[config.mk]
export PLATFORM = sky130hd
export DESIGN_NAME = sd_card_cmd_resp
export DESIGN_NICKNAME = d
export VERILOG_FILES = /design/src/rtl/sd_card_pkg.sv /design/src/rtl/sd_card_cmd_resp_crc7.sv /design/src/rtl/sd_card_cmd_resp.sv
export SDC_FILE = /design/constraint.sdc
export NUM_CORES = 1
export LEC_CHECK = 0
export ABC_CLOCK_PERIOD_IN_PS = 2750
export BUFFER_PORTS_ARGS = -buffer_cell sky130_fd_sc_hd__buf_2
export CAP_MARGIN = 25
export CORE_MARGIN = 5
export CORE_UTILIZATION = 58
export CTS_BUF_LIST = sky130_fd_sc_hd__clkbuf_2 sky130_fd_sc_hd__clkbuf_4 sky130_fd_sc_hd__clkbuf_8
export DETAILED_ROUTE_END_ITERATION = 8
export GPL_TIMING_DRIVEN = 0
export PLACE_DENSITY = 0.87
export SLEW_MARGIN = 20
export SYNTH_ARGS = -nofsm -noshare
export SYNTH_HDL_FRONTEND = slang
export SYNTH_SLANG_ARGS = --single-unit
[constraint.sdc]
create_clock -name sd_clk -period 2.75 [get_ports sd_clk]
set_input_delay 0.4125 -clock sd_clk [delete_from_list [all_inputs] [get_ports sd_clk]]
set_output_delay 0.4125 -clock sd_clk [all_outputs]
set_load 0.01 [all_outputs]
[src/rtl/sd_card_pkg.sv]
// Shared encodings, frame lengths and FSM states for the card-side CMD engine.
package sd_card_pkg;

  localparam logic [1:0] RESP_NONE      = 2'd0;
  localparam logic [1:0] RESP_R48       = 2'd1;
  localparam logic [1:0] RESP_R48_NOCRC = 2'd2;
  localparam logic [1:0] RESP_R136      = 2'd3;

  localparam int unsigned CMD_LEN   = 48;
  localparam int unsigned R2_LEN    = 136;
  localparam logic [6:0]  CRC7_POLY = 7'h09;

  typedef enum logic [2:0] {
    StIdle,
    StRx,
    StWaitResp,
    StWaitNcr,
    StTx,
    StPbit
  } state_e;

endpackage

[src/rtl/sd_card_cmd_resp_crc7.sv]
// Serial CRC7 (x^7 + x^3 + 1); shared by command receive and response transmit.
module sd_crc7
  import sd_card_pkg::*;
(
  input  logic       clk,
  input  logic       rst,
  input  logic       clr,
  input  logic       en,
  input  logic       bit_in,
  output logic [6:0] crc
);

  logic fb;
  assign fb = bit_in ^ crc[6];

  always_ff @(posedge clk) begin
    if (rst || clr) begin
      crc <= '0;
    end else if (en) begin
      crc <= {crc[5:0], 1'b0} ^ (fb ? CRC7_POLY : 7'h00);
    end
  end

endmodule

[src/rtl/sd_card_cmd_resp.sv]
// Card-side CMD line engine: receives 48-bit host commands and serialises the
// card's R1/R3/R6/R7 or R2 response back onto the CMD pad.
module sd_card_cmd_resp
  import sd_card_pkg::*;
#(
  parameter int unsigned NCR          = 2,
  parameter int unsigned RESP_TIMEOUT = 64
) (
  input  logic         sd_clk,
  input  logic         rst,
  input  logic         cmd_i,
  output logic         cmd_o,
  output logic         cmd_oe,
  output logic         cmd_valid,
  output logic [5:0]   cmd_idx,
  output logic [31:0]  cmd_arg,
  output logic         cmd_crc_err,
  input  logic         resp_valid,
  output logic         resp_ready,
  input  logic [1:0]   resp_type,
  input  logic [5:0]   resp_idx,
  input  logic [119:0] resp_data,
  output logic         busy
);

  localparam int unsigned TW      = $clog2(RESP_TIMEOUT + 1);
  localparam logic [5:0]  NcrLoad = 6'(NCR - 2);

  state_e         state_q, state_d;
  logic [135:0]   sr_q, sr_d;
  logic [7:0]     cnt_q, cnt_d;
  logic [5:0]     ncr_q, ncr_d;
  logic [TW-1:0]  tmo_q, tmo_d;
  logic           long_q, long_d;
  logic           crc_on_q, crc_on_d;
  logic           valid_d, err_d;
  logic           crc_clr, crc_en, crc_in;
  logic [6:0]     crc;
  logic [7:0]     last_bit, crc_start;
  logic           in_crc_field;

  sd_crc7 u_crc (
    .clk    (sd_clk),
    .rst    (rst),
    .clr    (crc_clr),
    .en     (crc_en),
    .bit_in (crc_in),
    .crc    (crc)
  );

  assign last_bit     = long_q ? 8'(R2_LEN - 1) : 8'(CMD_LEN - 1);
  assign crc_start    = last_bit - 8'd7;
  assign in_crc_field = (cnt_q >= crc_start) && (cnt_q != last_bit);
  assign busy         = (state_q != StIdle);

  always_comb begin
    state_d    = state_q;
    sr_d       = sr_q;
    cnt_d      = cnt_q;
    ncr_d      = ncr_q;
    tmo_d      = tmo_q;
    long_d     = long_q;
    crc_on_d   = crc_on_q;
    valid_d    = 1'b0;
    err_d      = 1'b0;
    crc_clr    = 1'b0;
    crc_en     = 1'b0;
    crc_in     = cmd_i;
    cmd_o      = 1'b1;
    cmd_oe     = 1'b0;
    resp_ready = 1'b0;
    case (state_q)
      StIdle: begin
        if (!cmd_i) begin
          state_d = StRx;
          cnt_d   = 8'd1;
          crc_clr = 1'b1;
          sr_d    = {sr_q[134:0], cmd_i};
        end
      end
      StRx: begin
        sr_d   = {sr_q[134:0], cmd_i};
        cnt_d  = cnt_q + 8'd1;
        crc_en = (cnt_q <= 8'd39);
        if (cnt_q == 8'd1 && !cmd_i) begin
          state_d = StIdle;
        end else if (cnt_q == 8'(CMD_LEN - 1)) begin
          // sr_q[k-1] holds frame bit k here; cmd_i is the end bit
          state_d = StWaitResp;
          tmo_d   = '0;
          valid_d = 1'b1;
          err_d   = (crc != sr_q[6:0]) || !cmd_i;
        end
      end
      StWaitResp: begin
        resp_ready = 1'b1;
        if (resp_valid) begin
          if (resp_type == RESP_NONE) begin
            state_d = StIdle;
          end else begin
            state_d  = StWaitNcr;
            ncr_d    = NcrLoad;
            cnt_d    = '0;
            crc_clr  = 1'b1;
            long_d   = (resp_type == RESP_R136);
            crc_on_d = (resp_type != RESP_R48_NOCRC);
            if (resp_type == RESP_R136) begin
              sr_d = {2'b00, 6'h3F, resp_data, 8'hFF};
            end else begin
              sr_d = {2'b00, (resp_type == RESP_R48) ? resp_idx : 6'h3F, resp_data[31:0],
                      8'hFF, 88'h0};
            end
          end
        end else if (tmo_q == TW'(RESP_TIMEOUT - 1)) begin
          state_d = StIdle;
        end else begin
          tmo_d = tmo_q + 1'b1;
        end
      end
      StWaitNcr: begin
        if (ncr_q == 6'd0) begin
          cmd_oe  = 1'b1;
          state_d = StTx;
        end else begin
          ncr_d = ncr_q - 6'd1;
        end
      end
      StTx: begin
        cmd_oe = 1'b1;
        cnt_d  = cnt_q + 8'd1;
        sr_d   = {sr_q[134:0], 1'b0};
        if (crc_on_q && in_crc_field) begin
          // feeding crc[6] back cancels the feedback term, so the register just shifts out
          cmd_o  = crc[6];
          crc_en = 1'b1;
          crc_in = crc[6];
        end else begin
          cmd_o  = sr_q[135];
          crc_in = sr_q[135];
          crc_en = crc_on_q && (cnt_q < crc_start) && (!long_q || cnt_q >= 8'd8);
        end
        if (cnt_q == last_bit) state_d = StPbit;
      end
      StPbit: begin
        cmd_oe  = 1'b1;
        state_d = StIdle;
      end
      default: state_d = StIdle;
    endcase
  end

  always_ff @(posedge sd_clk) begin
    if (rst) begin
      state_q     <= StIdle;
      sr_q        <= '0;
      cnt_q       <= '0;
      ncr_q       <= '0;
      tmo_q       <= '0;
      long_q      <= 1'b0;
      crc_on_q    <= 1'b0;
      cmd_valid   <= 1'b0;
      cmd_idx     <= '0;
      cmd_arg     <= '0;
      cmd_crc_err <= 1'b0;
    end else begin
      state_q   <= state_d;
      sr_q      <= sr_d;
      cnt_q     <= cnt_d;
      ncr_q     <= ncr_d;
      tmo_q     <= tmo_d;
      long_q    <= long_d;
      crc_on_q  <= crc_on_d;
      cmd_valid <= valid_d;
      if (valid_d) begin
        cmd_idx     <= sr_q[44:39];
        cmd_arg     <= sr_q[38:7];
        cmd_crc_err <= err_d;
      end
    end
  end

endmodule

==> impl_results.md, run 1 <==
* Outcome: finished, violations left
* Failing checks: setup timing
* Crit Path Max Fanout at 3
* Met2 wire len at 13,700 um
* Worst reg-to-reg path cell count at 8
* Synth Flop Type: dfxtp_1
* Peak supply drop at 0.394 mV
* Fmax at 361 MHz
* Final min period at 2770 ps
* ANT cells at 0
* Worst r2r src: cnt_q[0]
* WP data arrival at 2360 ps
* Clock sinks at 209
* Die ar. at 0.0191 mm2
* # setup viols final at 1
* Hold Path Depth at 3
* Reg2Reg Setup Slack at 110 ps
* Largest net degree at the start of global routing at 18
* DIE HEIGHT at 138 um
* Clock Path Buffers at 3
* Post-DP Area at 0.0107 mm2
* Total Power at 10,500 uW
* GRT Residual Overflow at 0
* CTS Buf Count at 35
* Number of global-route vias before repair at 9,463
* Netlist cell types at 56
* DRC Markers at 0
* Register area share after synthesis at 0.439
* I/O Buffers at 174
* CP Capture Type: primary output
* Slew Viols, Final at 0
* GRT Util Overall at 0.288
* Max Cap Viol at 0
* Dpl hpwl at 20,300 um
* Syn Inst Count at 1,245
* Setup WS post-layout at -23.9 ps
* Reg2reg end: cmd_arg[8]
* Pwr dens at 909 mW/mm2
* First-pass GRT wire length at 46,500 um
* Met3 routed WL at 2810 um
* Critical path class: reg -> out
* Final ANT Viol Nets at 0
* CP startpoint kind: flop
* Syn Std Cell Area at 0.00953 mm2
* Via count at 10,117
* Req. time, crit path at 2340 ps
* Routed len/inst at 17.1 um
* Relative slew slack at 0.374
* Clock Tree Root: clkbuf_8
* Reg clk slew, reported paths at 60 ps
* Clock Skews at 19.1 ps
* Post-Layout Inst Area at 0.0115 mm2
* P_leak at 0.00433 uW
* Core outline area at 0.0160 mm2
* H-tree depth at 2
* Initial core utilization at 0.595
* Syn_nets at 1,385
* Cell Rows at 46
* Final WL at 29,100 um
* Gpl congestion at 0.933
* Metal-1 WL at 11,700 um
* Max Used Layer: met4
* Layout Cells excl Fill at 1,699
* Clock Latency Late Sink at 520 ps
* DRT iter0 DRCs at 898
* # IOs at 176
* Area growth syn-to-layout at 20.8%
* Syn_area_per_cell at 7.65 um2
* CTS tree: done
* RSZ-0062 raised after global routing: true
* Final worst-path cycle share at 1.01
* Yosys warns at 0
* Fraction of registers with async set/reset at 0
* Post-synth EDFFs at 0
* Worst Setup SP: long_q
* Synthesized flop and latch total at 209
* Vias/cell at 5.95
* DP Cell Count at 1,635
* Layout cells sized above 1 at 0.192
* Crit path to: cmd_o
* Initial antenna violation count at 0
* Chip Width at 138 um
* Tightest Pin Transition at 939 ps
* Pre-Repair DR Iteration Count at 6
* Nets@finish at 1,602
* HP Class: in -> reg
* Final Hold Vio Count at 0
## area by class of cell
type | count | area (um2)
Multi-Input combinational cell | 910 | 4900
Fill cell | 1293 | 4490
Sequential cell | 209 | 4190
Timing Repair Buffer | 182 | 931
Clock buffer | 56 | 696
Buffer | 111 | 462
Tap cell | 216 | 270
Inverter | 13 | 48.8
Clock inverter | 2 | 12.5
## per-layer routing
metal  track usage  up-vias
li1              -     4810
met1         0.364     4694
met2         0.484      530
met3        0.0652       83
met4         0.107        0
met5             0        -
## kinds of logic (layout without fill, tap and decap cells)
family / count (synthesis) / in the layout / synth area share
AO/OA/AOI/OAI: 249 / 249 / 0.187
XOR/XNOR: 21 / 21 / 0.0193
adder cells (fa/ha/maj): 8 / 8 / 0.0105
buffers and inverters: 126 / 364 / 0.0542
flip-flops: 209 / 209 / 0.439
multiplexers: 8 / 8 / 0.00854
AND/OR/NAND/NOR: 624 / 624 / 0.281
## registers in the layout, summed over array words and instances, names as in the netlist, 3 cells and up
signal and count:
sr_q 136, u_crc.crc 7, cnt_q 8, tmo_q 7, state_q 3, ncr_q 6, cmd_arg 32, cmd_idx 6
## synth_stat cells (3+ instances only)
master | count | area, um2
a21oi_1 | 97 | 485
nand3_1 | 118 | 591
buf_6 | 3 | 33.8
a21o_1 | 3 | 22.5
mux2i_1 | 7 | 70.1
xnor2_1 | 11 | 96.3
inv_1 | 12 | 45.0
dfxtp_1 | 209 | 4180
a311oi_1 | 81 | 709
nor3_1 | 55 | 275
xor2_1 | 10 | 87.6
clkbuf_1 | 91 | 342
nand3b_1 | 3 | 22.5
buf_2 | 17 | 85.1
ha_1 | 8 | 100
a211oi_1 | 9 | 67.6
o211ai_1 | 33 | 248
o21ai_0 | 6 | 30.0
nand4_1 | 8 | 50.1
nand2_1 | 269 | 1010
nor2_1 | 148 | 556
## worst max-delay path, cell delays in order (launching register included)
cell and delay [ps]:
dfxtp_4 360, ha_4 240, a211o_1 250, a21o_1 210, o221a_4 310, mux2i_1 160, nand2_1 110, buf_2 200
## cells in the final DEF, fill, tap and decap left out, drive strengths merged, types with 33 or more instances in the layout
cell type / n
dfxtp: 209
clkbuf: 145
a21oi: 97
buf: 204
o211ai: 33
nand2: 269
nor3: 55
nor2: 150
a311oi: 81
nand3: 118
## worst min path at each step
| stage | startpoint | endpoint |
|---|---|---|
| floorplan | sr_q[100] | sr_q[100] |
| global placement | sr_q[123] | sr_q[123] |
| detailed placement | cmd_arg[28] | cmd_arg[28] |
| CTS | resp_data[68] | sr_q[76] |
| global route | resp_data[74] | sr_q[82] |
| finish | resp_data[44] | sr_q[52] |
## per-stage QoR
step	worst slack, ps	hold WS [ps]	util	TNS [ps]
after detailed placement	-46.8	444	0.667	-390
after global routing	-95.5	175	0.719	-95.5
final	-23.9	183	0.719	-23.9
after CTS	9.28	167	0.716	0
after floorplan	531	432	-	0
after global placement	-2.76	438	0.667	-2.76
## repair_timing
item,4_1_cts,5_1_grt
pin swaps,2,6
setup endpoints to repair,2,25
resized for setup,9,5
buffers inserted,2,6
hold buffers,0,0
## report_power, final
part	switching, uW	total [uW]	internal [uW]
clock	1230	2820	1590
combinational	2170	3360	1200
sequential	504	4270	3770
total	3900	10500	6550
No activity file was read; power rests on OpenSTA's default activity.
==> run 2: changes to the inputs <==
- REMOVE_ABC_BUFFERS: not set -> 1
==> run 2 against run 1 <==
The run still ends with setup timing left. Critical path depth is the same. Sequential power hardly changed. Via count fell by 6.4%.
==> impl_results.md, run 2 (synthesis gave the netlist of run 1 again) <==
* Chip Width at 138 um
* Area of the multi-input gates at 0.00493 mm2
* DIE HEIGHT at 138 um
* Clock Path Buffers at 3
* Reg clk slew, reported paths at 60 ps
* Switching power of the nets at 3790 uW
* Critical path class: reg -> out
* Vias/cell at 5.89
* Clock Skews at 22.5 ps
* # fillers at 1,296
* Initial core utilization at 0.595
* Crit Path Max Fanout at 3
* Setup WS post-layout at -19.7 ps
* Post-DP Area at 0.0106 mm2
* Final min period at 2770 ps
* WP data arrival at 2360 ps
* Worst reg-to-reg path cell count at 10
* GRT Util Overall at 0.259
* Gpl congestion at 0.826
* H-tree depth at 2
* Routed len/inst at 16.5 um
* Most frequent cells in the layout: nand2_1 (266), dfxtp_1 (203), buf_2 (174)
* Slowest stage cell, crit path: dfxtp_2
* Tightest Pin Transition at 821 ps
* Failing checks: setup timing
* WHS Endpoint: sr_q[72]
* # setup viols final at 1
* Die ar. at 0.0191 mm2
* Slew Viols, Final at 0
* Number of global-route vias before repair at 8,710
* Core outline area at 0.0160 mm2
* Final Hold Slack at 165 ps
* Clock Tree Root: clkbuf_8
* Largest register FFs at 136
* Internal at 6700 uW
* Total Power at 10,500 uW
* CTS tree: done
* Area growth syn-to-layout at 20.7%
* RSZ-0062 raised after global routing: true
* DRT iter0 DRCs at 769
* Req. time, crit path at 2340 ps
* Layout cells sized above 1 at 0.211
* Largest register by flop count: sr_q
* Comb pwr share at 0.323
* Nets@finish at 1,511
* Clock Power Share at 0.267
* Setup TNS at -19.7 ps
* CP Capture Type: primary output
* # IOs at 176
* Initial antenna violation count at 0
* Dpl hpwl at 16,000 um
* Crit-path max cell delay at 380 ps
* Largest net degree at the start of global routing at 109
* Via count at 9,468
* Clock sinks at 209
* GRT Residual Overflow at 0
* Final Hold Vio Count at 0
* Peak supply drop at 0.635 mV
* Max Cap Viol at 0
* Hold wc startpoint: resp_data[64]
* Final worst-path cycle share at 1.01
* Register Area at 0.00420 mm2
* HP Class: in -> reg
* Post-Layout Inst Area at 0.0115 mm2
* Reg2Reg Setup Slack at 140 ps
* P_leak at 0.00434 uW
* CTS Buf Count at 35
* DRC Markers at 0
* Sw Ratio at 0.361
* Final ANT Viol Nets at 0
* Hold Path Depth at 3
* Fmax at 361 MHz
* Pwr dens at 912 mW/mm2
* Pre-Repair DR Iteration Count at 5
* Cell Rows at 46
* Relative slew slack at 0.452
* Clock Latency Late Sink at 520 ps
* First-pass GRT wire length at 43,000 um
* Seq pwr share at 0.409
* Worst-path cell chain: ha_4 > a211o_1 > a21o_1 > o221a_4 > mux2i_1 > nand2_1 > buf_2
* Final WL at 26,500 um
* I/O Buffers at 175
* CP startpoint kind: flop
* ANT cells at 0
* Most common cell after layout, fill and taps aside: nand2_1
* Outcome: finished, violations left
* Worst r2r src: state_q[1]
* Reg2reg end: sr_q[76]
* Largest regs: sr_q x136, cmd_arg x32, cnt_q x8
run 2: power groups by stage:
stage	clock (uW)	sequential [uW]	combinational, uW
floorplan	0	3770	1860
global placement	0	3720	2230
detailed placement	0	4310	3220
CTS	2840	4270	3320
global route	2990	4390	3790
finish	2800	4290	3390
run 2: worst max-delay path by stage:
stage,startpoint,end,depth (start not counted)
3_5_place_dp,state_q[2],tmo_q[6],8
2_1_floorplan,state_q[0],cnt_q[4],5
6_report,long_q,cmd_o,7
4_1_cts,cnt_q[5],cmd_o,7
3_3_place_gp,cmd_i,sr_q[127],5
5_1_grt,long_q,cmd_o,7
run 2: metal layers:
layer	part of all wire	up-vias	wire, um	GRT usage
met2	0.47	415	12400	0.413
li1	-	4618	-	-
met5	0	-	0	0
met1	0.42	4360	11200	0.346
met3	0.077	75	2040	0.0555
met4	0.034	0	889	0.101
run 2: what timing repair did:
item	4_1_cts	5_1_grt
setup endpoints to repair	17	11
hold endpoints to repair	0	0
pin swaps	2	5
hold buffers	0	0
buffers inserted	4	3
gates cloned	1	1
gates resized for setup	14	8
run 2: per-stage QoR:
stage | worst slack [ps] | utilization | std cells
6_report | -19.7 | 0.718 | 1607
5_1_grt | -91.6 | 0.718 | 1607
4_1_cts | 17.6 | 0.713 | 1603
3_5_place_dp | -192 | 0.662 | 1541
3_3_place_gp | -15670 | 0.638 | 1523
2_1_floorplan | -10070 | - | 1132
run 2: cell type report:
class | instances | share of cell area
repair buffers | 201 | 0.114
multi-input cells | 911 | 0.429
inverters | 13 | 0.00653
clock buffers | 56 | 0.0611
well taps | 216 | 0.0235
flip-flops and latches | 209 | 0.365
clock inverters | 1 | 0.000435
run 2: worst max-delay path: cells and delay by family (launching register included):
kind,cells,cell delay (ps)
compound gates,3,800
fa+ha+maj,1,210
simple gates,1,80
flops,1,380
mux,1,180
buf+inv,1,180
